### src/rtl/mic_capture_scheduler.sv
// rtl/mic_capture_scheduler.sv - round-robin scheduler merging per-channel mic samples into one stream
//
// Purpose: after a start pulse and an optional blanking interval, accepts up to
// capture_len samples from NCH channels (one holding register each), arbitrates
// them round-robin onto a single registered valid/ready output and flags the
// final word with out_last.
//
// Ports:
//   clk4_8        system clock, all registers on rising edge
//   res           synchronous active-high reset
//   start         one-cycle pulse, begins a capture (ignored unless idle)
//   blank_len     cycles to ignore samples after start
//   capture_len   total words to accept across all channels
//   sample_data   NCH x DW samples, channel 0 in the LSBs
//   sample_valid  per-channel one-cycle valid pulses
//   out_data      granted sample
//   out_ch        source channel of out_data
//   out_valid     out_data/out_ch/out_last are valid
//   out_ready     sink accepts the current word
//   out_last      current word is the final word of the capture
//   busy          FSM not idle
//   done          one-cycle pulse at capture completion
//   overrun       sticky per-channel dropped-sample flags
module mic_capture_scheduler #(
    parameter int NCH = 4,
    parameter int DW  = 21,
    parameter int CW  = 16,
    localparam int CHW = (NCH > 1) ? $clog2(NCH) : 1
) (
    input  logic              clk4_8,
    input  logic              res,
    input  logic              start,
    input  logic [CW-1:0]     blank_len,
    input  logic [CW-1:0]     capture_len,
    input  logic [NCH*DW-1:0] sample_data,
    input  logic [NCH-1:0]    sample_valid,
    output logic [DW-1:0]     out_data,
    output logic [CHW-1:0]    out_ch,
    output logic              out_valid,
    input  logic              out_ready,
    output logic              out_last,
    output logic              busy,
    output logic              done,
    output logic [NCH-1:0]    overrun
);

    typedef enum logic [2:0] {
        S_IDLE,
        S_BLANK,
        S_CAPTURE,
        S_DRAIN,
        S_DONE
    } state_t;

    state_t             state_q;
    logic [CW-1:0]      blank_cnt_q;
    logic [CW-1:0]      len_q;
    logic [CW-1:0]      cnt_q, cnt_d;
    logic [CHW-1:0]     ptr_q, ptr_d;
    logic [NCH-1:0]     full_q, full_d;
    logic [DW-1:0]      hold_q [NCH];
    logic [DW-1:0]      hold_d [NCH];
    logic [NCH-1:0]     overrun_q, overrun_d;
    logic [DW-1:0]      out_data_q, out_data_d;
    logic [CHW-1:0]     out_ch_q, out_ch_d;
    logic               out_valid_q, out_valid_d;
    logic               out_last_q, out_last_d;
    logic               busy_q;
    logic               done_q;

    logic               active;
    logic               out_free;
    logic               gnt_vld;
    logic               gnt_fire;
    logic [CHW-1:0]     gnt_idx;
    logic [CHW:0]       scan;
    logic               others_full;
    logic               last_hs;

    assign out_data  = out_data_q;
    assign out_ch    = out_ch_q;
    assign out_valid = out_valid_q;
    assign out_last  = out_last_q;
    assign busy      = busy_q;
    assign done      = done_q;
    assign overrun   = overrun_q;

    always_comb begin
        active   = (state_q == S_CAPTURE) || (state_q == S_DRAIN);
        // The output register can take a new word if empty or emptying this cycle.
        out_free = !out_valid_q || out_ready;
        last_hs  = out_valid_q && out_ready && out_last_q;

        // Round-robin scan starting at ptr_q (the channel after the last grant).
        gnt_vld = 1'b0;
        gnt_idx = '0;
        scan    = '0;
        for (int k = 0; k < NCH; k++) begin
            scan = {1'b0, ptr_q} + (CHW+1)'(k);
            if (scan >= (CHW+1)'(NCH)) begin
                scan = scan - (CHW+1)'(NCH);
            end
            if (!gnt_vld && full_q[scan[CHW-1:0]]) begin
                gnt_vld = 1'b1;
                gnt_idx = scan[CHW-1:0];
            end
        end
        gnt_fire = active && out_free && gnt_vld;

        others_full = 1'b0;
        for (int i = 0; i < NCH; i++) begin
            if (full_q[i] && (CHW'(i) != gnt_idx)) begin
                others_full = 1'b1;
            end
        end

        full_d    = full_q;
        hold_d    = hold_q;
        cnt_d     = cnt_q;
        overrun_d = overrun_q;
        if (gnt_fire) begin
            full_d[gnt_idx] = 1'b0;
        end
        // Ascending channel order; the count check uses the running total so
        // simultaneous pulses beyond capture_len are dropped without overrun.
        if (state_q == S_CAPTURE) begin
            for (int i = 0; i < NCH; i++) begin
                if (sample_valid[i]) begin
                    if (full_q[i] && !(gnt_fire && (gnt_idx == CHW'(i)))) begin
                        overrun_d[i] = 1'b1;
                    end else if (cnt_d < len_q) begin
                        full_d[i] = 1'b1;
                        hold_d[i] = sample_data[i*DW +: DW];
                        cnt_d     = cnt_d + CW'(1);
                    end
                end
            end
        end

        out_valid_d = out_valid_q;
        out_data_d  = out_data_q;
        out_ch_d    = out_ch_q;
        out_last_d  = out_last_q;
        ptr_d       = ptr_q;
        if (gnt_fire) begin
            out_valid_d = 1'b1;
            out_data_d  = hold_q[gnt_idx];
            out_ch_d    = gnt_idx;
            // No loads can follow once the count is exhausted, so this word
            // is final when nothing else is left waiting.
            out_last_d  = (cnt_q == len_q) && !others_full;
            ptr_d       = (gnt_idx == CHW'(NCH-1)) ? '0 : gnt_idx + CHW'(1);
        end else if (out_valid_q && out_ready) begin
            out_valid_d = 1'b0;
            out_last_d  = 1'b0;
        end
    end

    always_ff @(posedge clk4_8) begin
        if (res) begin
            state_q     <= S_IDLE;
            blank_cnt_q <= '0;
            len_q       <= '0;
            cnt_q       <= '0;
            ptr_q       <= '0;
            full_q      <= '0;
            overrun_q   <= '0;
            out_data_q  <= '0;
            out_ch_q    <= '0;
            out_valid_q <= 1'b0;
            out_last_q  <= 1'b0;
            busy_q      <= 1'b0;
            done_q      <= 1'b0;
        end else begin
            full_q      <= full_d;
            hold_q      <= hold_d;
            cnt_q       <= cnt_d;
            overrun_q   <= overrun_d;
            ptr_q       <= ptr_d;
            out_data_q  <= out_data_d;
            out_ch_q    <= out_ch_d;
            out_valid_q <= out_valid_d;
            out_last_q  <= out_last_d;
            done_q      <= 1'b0;
            case (state_q)
                S_IDLE: begin
                    if (start) begin
                        len_q       <= capture_len;
                        blank_cnt_q <= blank_len;
                        cnt_q       <= '0;
                        overrun_q   <= '0;
                        ptr_q       <= '0;
                        busy_q      <= 1'b1;
                        state_q     <= (blank_len == '0) ? S_CAPTURE : S_BLANK;
                    end
                end
                S_BLANK: begin
                    // Entered with blank_cnt_q == blank_len, so this stays blank_len cycles.
                    blank_cnt_q <= blank_cnt_q - CW'(1);
                    if (blank_cnt_q == CW'(1)) begin
                        state_q <= S_CAPTURE;
                    end
                end
                S_CAPTURE: begin
                    if (cnt_q == len_q) begin
                        if (len_q == '0) begin
                            state_q <= S_DONE;
                            done_q  <= 1'b1;
                        end else begin
                            state_q <= S_DRAIN;
                        end
                    end
                end
                S_DRAIN: begin
                    if (last_hs) begin
                        state_q <= S_DONE;
                        done_q  <= 1'b1;
                    end
                end
                S_DONE: begin
                    busy_q  <= 1'b0;
                    state_q <= S_IDLE;
                end
                default: begin
                    state_q <= S_IDLE;
                end
            endcase
        end
    end

endmodule
### config.mk
export PLATFORM = sky130hd
export DESIGN_NAME = mic_capture_scheduler
export DESIGN_NICKNAME = d
export VERILOG_FILES = /design/src/rtl/mic_capture_scheduler.sv
export SDC_FILE = /design/constraint.sdc
export NUM_CORES = 1
export LEC_CHECK = 0
export BUFFER_PORTS_ARGS = -buffer_cell sky130_fd_sc_hd__buf_2
export CAP_MARGIN = 40
export CORE_AREA = 2 2 173 175
export CTS_CLUSTER_DIAMETER = 200
export CTS_CLUSTER_SIZE = 14
export DETAILED_ROUTE_END_ITERATION = 10
export DIE_AREA = 0 0 175 177
export PLACE_DENSITY = 0.59
export SYNTH_ARGS = -nofsm -noshare
export SYNTH_HDL_FRONTEND = slang
export SYNTH_SLANG_ARGS = --single-unit
### constraint.sdc
create_clock -name clk4_8 -period 12.5 [get_ports clk4_8]
set_clock_uncertainty 0.15 [all_clocks]
set_input_delay 1.25 -clock clk4_8 [delete_from_list [all_inputs] [get_ports clk4_8]]
set_output_delay 1.25 -clock clk4_8 [all_outputs]
set_load 0.1 [all_outputs]
==> results.md, run 1 <==
- Status: finished clean
- Flop pwr share: 33.8%
- Total I/O pin count: 155
- Worst slew pin tran: 0.8574 ns
- Layout overhead on the synthesized area: 18.50%
- Worst hold path class: reg -> reg
- Setup violators final: 0
- DP HPWL: 22.11 mm
- Switching power: 879.2 uW
- Cell Pwr Density: 174.8 mW/mm^2
- Initial DRC Count: 655
- Top FF cell, synth: dfxtp_1
- Worst VDD drop: 0.1915 mV
- Via/cell ratio: 5.390
- Slew Limit Headroom: 42.40%
- Residual DRC: 0
- Synth cell types: 84
- Clock tree from TritonCTS: yes
- Final Wtd Congestion: 0.9103
- Latest clock arrival within the worst-skew pair: 0.46 ns
- Post-DP Area: 0.01134 sq mm
- FFs w/ async S/R, synth: 0%
- Setup Buffers After CTS: 0
- Total GRT Usage: 19.80%
- Fin Setup TNS: 0 ns
- Final wirelength: 30.29 mm
- Netlist Area Pre-Place: 0.01008 sq mm
- Layout cells sized above 1: 19.54%
- Number of iterations in the first detailed-routing pass: 7
- Switch share: 42.09%
- Crit path max fanout: 11
- Number of CTS-inserted buffers: 17
- Post-DRT Antenna Nets: 0
- Clock power frac: 24.8%
- Initial antenna violation count: 3
- Seq/Total Area, Yosys: 42.48%
- RSZ-0062 raised after global routing: false
- Util after Layout: 40.86%
- Clk sink count: 172
- Slowest cell on the critical path: xnor2_1
- Critical path endpoint category: flip-flop
- First-pass GRT wire length: 47.27 mm
- Pin count of the biggest net entering global routing: 67
- Avg Inst Size Synth: 9.045 sq um
- Final Instance Area: 0.01195 sq mm
- Total nets after synthesis: 1,310
- Family with the most delay on the worst path: compound AO/OA/AOI/OAI gates
- # rows: 63
- Via count: 8,979
- Hold Violations, Final: 0
- Gr ovfl total: 0
- Drt wl/cell: 18.18 um
- Pins Over Slew Limit: 0
- Logic pwr share: 41.4%
- Req. time, crit path: 12.68 ns
- Post-synth EDFFs: 84
- Synth warnings: 0
- Mapped Cells: 1,115
- DIE AREA: 0.03098 sq mm
- Clk buf depth: 2
- Core Box Area: 0.02924 sq mm
- H-tree level count: 4
- Yosys reg bits: 172
- Max-cap violations: 0
- Post-layout nets: 1,456
- Fmax: 86.27 MHz
- Reg clk slew, reported paths: 0.08 ns
- Root Buffer: clkbuf_16
- Crit path largest cell delay: 0.54 ns
- Vias in the first global route: 8,616
- Final Critical Period: 11.59 ns
- Critical path class: reg -> reg
- Port Buffers: 154
- Total leakage power: 0.004989 uW
- Worst Path Arrival: 11.77 ns
- Chip width: 175 um
- Final period util: 92.73%
- Internal: 1210 uW
- Cell mode on critical path: a21o_1
- Hold_buf cts: 0
- Worst path bufs/invs: 2
- Initial Util: 34.48%
- CP Launch Type: flip-flop
- Die Y: 177 um
==> power by group through the flow <==
stage,Clock (uW),Sequential (uW),Combinational [uW]
after detailed placement,0,718,851
after CTS,529,706,855
after floorplan,0,782,541
after global routing,556,714,954
after global placement,0,718,838
final,517,706,866
==> worst paths after layout <==
path,start,end,slack [ns],cells after the start
setup / recovery,len_q[15],cnt_q[15],0.91,41
hold / removal,overrun[0],overrun[0],0.32,2
setup reg to reg,len_q[15],cnt_q[15],0.91,41
hold reg to reg,overrun[0],overrun[0],0.32,2
==> layout make-up <==
cell class,count,area [sq um]
Antenna cell,2,5.005
Sequential cell,172,4284
Timing Repair Buffer,175,948.4
Clock buffer,19,432.9
Clock inverter,13,118.9
Inverter,50,187.7
Tap cell,390,488.0
Fill cell,2914,17290
Multi-Input combinational cell,845,5485
==> placed cells by master (no fill, tap or decap), types with 15 or more instances in the layout <==
cell / count
a311oi_1: 22
buf_2: 154
dfxtp_1: 88
nor2_1: 87
nand3_1: 28
o21ai_0: 16
edfxtp_1: 84
nor4_1: 19
ha_1: 71
xnor2_1: 26
a21oi_1: 100
xor2_1: 16
a21o_1: 21
nand4_1: 28
nor3_1: 15
clkbuf_16: 17
and3_1: 27
inv_1: 48
buf_4: 18
nand2_1: 186
==> sequential cells by signal, summed over array words and instances (netlist names) <==
name / cells
blank_cnt_q: 16
busy: 1
cnt_q: 16
done: 1
full_q: 4
hold_q: 84
len_q: 16
out_ch: 2
out_data: 21
out_last: 1
out_valid: 1
overrun: 4
ptr_q: 2
state_q: 3
==> through the flow <==
step	hold WS, ns	total power [uW]	worst slack, ns	cells
finish	0.3184	2089	0.9083	1666
CTS	0.3270	2090	0.3399	1663
global route	0.3479	2224	0.08003	1664
detailed placement	0.3080	1569	0.2160	1631
floorplan	0.2941	1323	1.562	1115
global placement	0.2975	1556	0.5384	1629
==> cells in the mapped netlist, types with 9 or more instances <==
library cell | n | share of area (%)
and3_1 | 27 | 1.7
nand4_1 | 28 | 1.7
nor3_1 | 17 | 0.84
xor2_1 | 16 | 1.4
nor2_1 | 90 | 3.3
a311oi_1 | 22 | 1.9
nand3_1 | 28 | 1.4
o21ai_0 | 16 | 0.79
a31oi_1 | 12 | 0.74
a21o_1 | 21 | 1.6
clkbuf_1 | 42 | 1.6
edfxtp_1 | 84 | 25
inv_1 | 48 | 1.8
o211ai_1 | 14 | 1.0
a21oi_1 | 101 | 5.0
xnor2_1 | 26 | 2.3
nand2_1 | 186 | 6.9
o21a_1 | 9 | 0.67
nor4_1 | 20 | 1.2
ha_1 | 71 | 8.8
dfxtp_1 | 88 | 17
==> what timing repair did <==
item / in CTS / in global routing
gates resized for setup: 0 / 7
setup endpoints to repair: 0 / 32
hold endpoints to repair: 0 / 0
==> logic make-up (layout without fill, tap and decap cells) <==
| family | count (synthesis) | after routing | share of synthesized area [%] |
|---|---|---|---|
| AND/OR/NAND/NOR | 456 | 456 | 22.07 |
| AO/OA/AOI/OAI | 269 | 269 | 18.25 |
| flip-flops | 172 | 172 | 42.48 |
| buffers and inverters | 98 | 257 | 3.834 |
| adder cells (fa/ha/maj) | 71 | 71 | 8.809 |
| XOR/XNOR | 45 | 45 | 4.132 |
| multiplexers | 4 | 4 | 0.4218 |
| other | 0 | 2 | 0 |
==> worst register-to-register path: cells and delay by family, from the launching register on <==
family | cells | cell delay, ns
adders and majority gates | 4 | 1.27
AOI/OAI and AO/OA | 24 | 6.69
and+or+nand+nor | 9 | 1.86
xor gates and xnor gates | 2 | 0.82
DFF | 1 | 0.38
buffers and inverters | 2 | 0.31
==> metal layers <==
| layer | share of wire [%] | track usage (%) |
|---|---|---|
| met5 | 0.053 | 0 |
| met4 | 2.2 | 5.694 |
| met3 | 7.8 | 5.949 |
| met2 | 47 | 33.22 |
| met1 | 43 | 24.64 |
No activity file was read; power rests on OpenSTA's default activity.
==> run 2, diff against run 1 <==
--- a/config.mk
+++ b/config.mk
@@ -12,7 +12,9 @@
 export CTS_CLUSTER_SIZE = 14
 export DETAILED_ROUTE_END_ITERATION = 10
 export DIE_AREA = 0 0 175 177
+export HOLD_SLACK_MARGIN = 0.1
 export PLACE_DENSITY = 0.59
+export RECOVER_POWER = 100
 export SYNTH_ARGS = -nofsm -noshare
 export SYNTH_HDL_FRONTEND = slang
 export SYNTH_SLANG_ARGS = --single-unit
==> constraint.sdc (replaced) <==
create_clock -name clk4_8 -period 12.5 [get_ports clk4_8]
set_clock_uncertainty 0.15 [all_clocks]
set_input_delay 2.5 -clock clk4_8 [delete_from_list [all_inputs] [get_ports clk4_8]]
set_output_delay 2.5 -clock clk4_8 [all_outputs]
set_load 0.1 [all_outputs]
==> results.md, run 2 (synthesized netlist as in run 1, its figures left out) <==
- Status: finished, violations left (was finished clean)
- Violated checks: capacitance limit, slew limit
- Layout cells sized above 1: 17.48% (was 19.54%)
- Initial Util: 34.48% (unchanged)
- Initial DRC Count: 637 (was 655)
- Commonest non-fill, non-tap cells in the layout: 186 x nand2_1, 120 x buf_2, 100 x a21oi_1 (was 186 x nand2_1, 154 x buf_2, 100 x a21oi_1)
- Number of iterations in the first detailed-routing pass: 7 (unchanged)
- Reg clk slew, reported paths: 0.07 ns (was 0.08 ns)
- Setup ws final: 0.6276 ns (was 0.9083 ns)
- Most common cell after layout, fill and taps aside: nand2_1 (unchanged)
- Total leakage power: 0.004869 uW (was 0.004989 uW)
- Initial antenna violation count: 3 (unchanged)
- Root Buffer: clkbuf_16 (unchanged)
- Slew Limit Headroom: -119.5% (was 42.40%)
- Core Box Area: 0.02924 sq mm (unchanged)
- Clock power frac: 25.1% (was 24.8%)
- Family with the most delay on the worst path: compound AO/OA/AOI/OAI gates (unchanged)
- Gr ovfl total: 0 (unchanged)
- Final period util: 94.98% (was 92.73%)
- Max FFs per register: 84 (unchanged)
- Crit path largest cell delay: 0.59 ns (was 0.54 ns)
- Worst VDD drop: 0.1611 mV (was 0.1915 mV)
- Critical path endpoint category: flip-flop (unchanged)
- Port Buffers: 154 (unchanged)
- Pin count of the biggest net entering global routing: 67 (unchanged)
- Pins Over Slew Limit: 121 (was 0)
- DIE AREA: 0.03098 sq mm (unchanged)
- Critical path class: in -> reg (was reg -> reg)
- Hold Violations, Final: 0 (unchanged)
- Clock tree from TritonCTS: yes (unchanged)
- Via count: 8,994 (was 8,979)
- Slowest cell on the critical path: or4_1 (was xnor2_1)
- Final Instance Area: 0.01198 sq mm (was 0.01195 sq mm)
- Util after Layout: 40.95% (was 40.86%)
- Post-Place Setup Slack: -0.1426 ns (was 0.2160 ns)
- Hold_buf cts: 0 (unchanged)
- Switching power: 890.2 uW (was 879.2 uW)
- Cell Pwr Density: 173.9 mW/mm^2 (was 174.8 mW/mm^2)
- Cell mode on critical path: a21o_1 (unchanged)
- Vias in the first global route: 8,655 (was 8,616)
- First-pass GRT wire length: 47.92 mm (was 47.27 mm)
- # rows: 63 (unchanged)
- Clk sink count: 172 (unchanged)
- Worst slew pin tran: 3.292 ns (was 0.8574 ns)
- Chip width: 175 um (unchanged)
- Final wirelength: 30.52 mm (was 30.29 mm)
- Fmax: 84.23 MHz (was 86.27 MHz)
- Die Y: 177 um (unchanged)
- Final Critical Period: 11.87 ns (was 11.59 ns)
- Post-DP Area: 0.01141 sq mm (was 0.01134 sq mm)
- Latest clock arrival within the worst-skew pair: 0.44 ns (was 0.46 ns)
- Hold Slack: 0.3240 ns (was 0.3184 ns)
- Top reg by flops: hold_q (unchanged)
- Drt wl/cell: 18.19 um (was 18.18 um)
- Layout overhead on the synthesized area: 18.76% (was 18.50%)
- Number of CTS-inserted buffers: 17 (unchanged)
- Logic pwr share: 41.0% (was 41.4%)
- Post-DRT Antenna Nets: 0 (unchanged)
- Max-cap violations: 3 (was 0)
- Worst Path Arrival: 12.02 ns (was 11.77 ns)
- Total I/O pin count: 155 (unchanged)
- Req. time, crit path: 12.65 ns (was 12.68 ns)
- Setup violators final: 0 (unchanged)
- Total GRT Usage: 20.00% (was 19.80%)
- Switch share: 42.73% (was 42.09%)
- Post-layout nets: 1,469 (was 1,456)
- CP Launch Type: input pin (was flip-flop)
- H-tree level count: 4 (unchanged)
- DP HPWL: 22.38 mm (was 22.11 mm)
- Residual DRC: 0 (unchanged)
- Flop pwr share: 33.9% (was 33.8%)
- Crit path max fanout: 10 (was 11)
- Via/cell ratio: 5.360 (was 5.390)
- Internal: 1193 uW (was 1210 uW)
- Final Wtd Congestion: 0.8994 (was 0.9103)
- Clk buf depth: 2 (unchanged)
- Worst hold path class: reg -> reg (unchanged)
- Worst path bufs/invs: 5 (was 2)
- Filler instances: 2,961 (was 2,914)
==> run 2: cell count changes in the layout (fill, tap and decap cells not counted), sizes merged, moves of 3 or more <==
cell / previous run / this run
buf: 174 / 149
clkbuf: 19 / 56
clkinv: 8 / 5
inv: 52 / 57
==> run 2: worst paths after layout <==
path	from	cells past startpoint	to	slack, ns
hold reg to reg	len_q[11]	2	len_q[11]	0.32
setup reg to reg	len_q[15]	46	cnt_q[10]	1.31
hold / removal	len_q[11]	2	len_q[11]	0.32
setup / recovery	out_ready	44	cnt_q[10]	0.63
==> run 2: area by class of cell <==
type                    instances  area, sq um  area share (%)
clock inverters                15        150.1           1.254
repair buffers                188        972.2           8.117
inverters                      50        187.7           1.567
multi-input cells             845         5466           45.64
diodes                          1        2.502         0.02089
flip-flops and latches        172         4284           35.77
clock buffers                  17        425.4           3.552
well taps                     390        488.0           4.074
==> run 2: what timing repair did <==
action,4_1_cts,5_1_grt
resized for setup,0,7
endpoints found under the setup margin,0,10
setup buffers,0,4
==> run 2: routing by layer <==
layer,global-route usage (%),wire length (um),vias up
met5,0,24,-
met4,6.840,790,4
met3,5.563,2104,49
met2,32.97,14220,312
met1,25.25,13390,4204
li1,-,-,4425
==> run 2: worst reg2reg max path, delay by kind of cell, from the launching register on <==
family / cells / cell delay [ns]
AOI/OAI and AO/OA: 21 / 4.68
xor gates and xnor gates: 2 / 0.37
adders and majority gates: 4 / 1.01
buffers and inverters: 6 / 0.92
DFF: 1 / 0.39
and+or+nand+nor: 13 / 3.54
==> run 2: power groups by stage <==
| stage | Sequential (uW) | Combinational [uW] | Clock, uW |
|---|---|---|---|
| final | 706 | 854 | 523 |
| after global routing | 715 | 947 | 562 |
| after CTS | 706 | 862 | 537 |
| after detailed placement | 718 | 857 | 0 |
| after global placement | 717 | 849 | 0 |
| after floorplan | 782 | 541 | 0 |
==> run 2: metrics by stage <==
stage,cells,power [uW],setup TNS [ns]
after global placement,1640,1566,0
after detailed placement,1641,1575,-0.3072
final,1678,2083,0
after floorplan,1115,1323,0
after CTS,1673,2105,0
after global routing,1677,2225,-0.03716
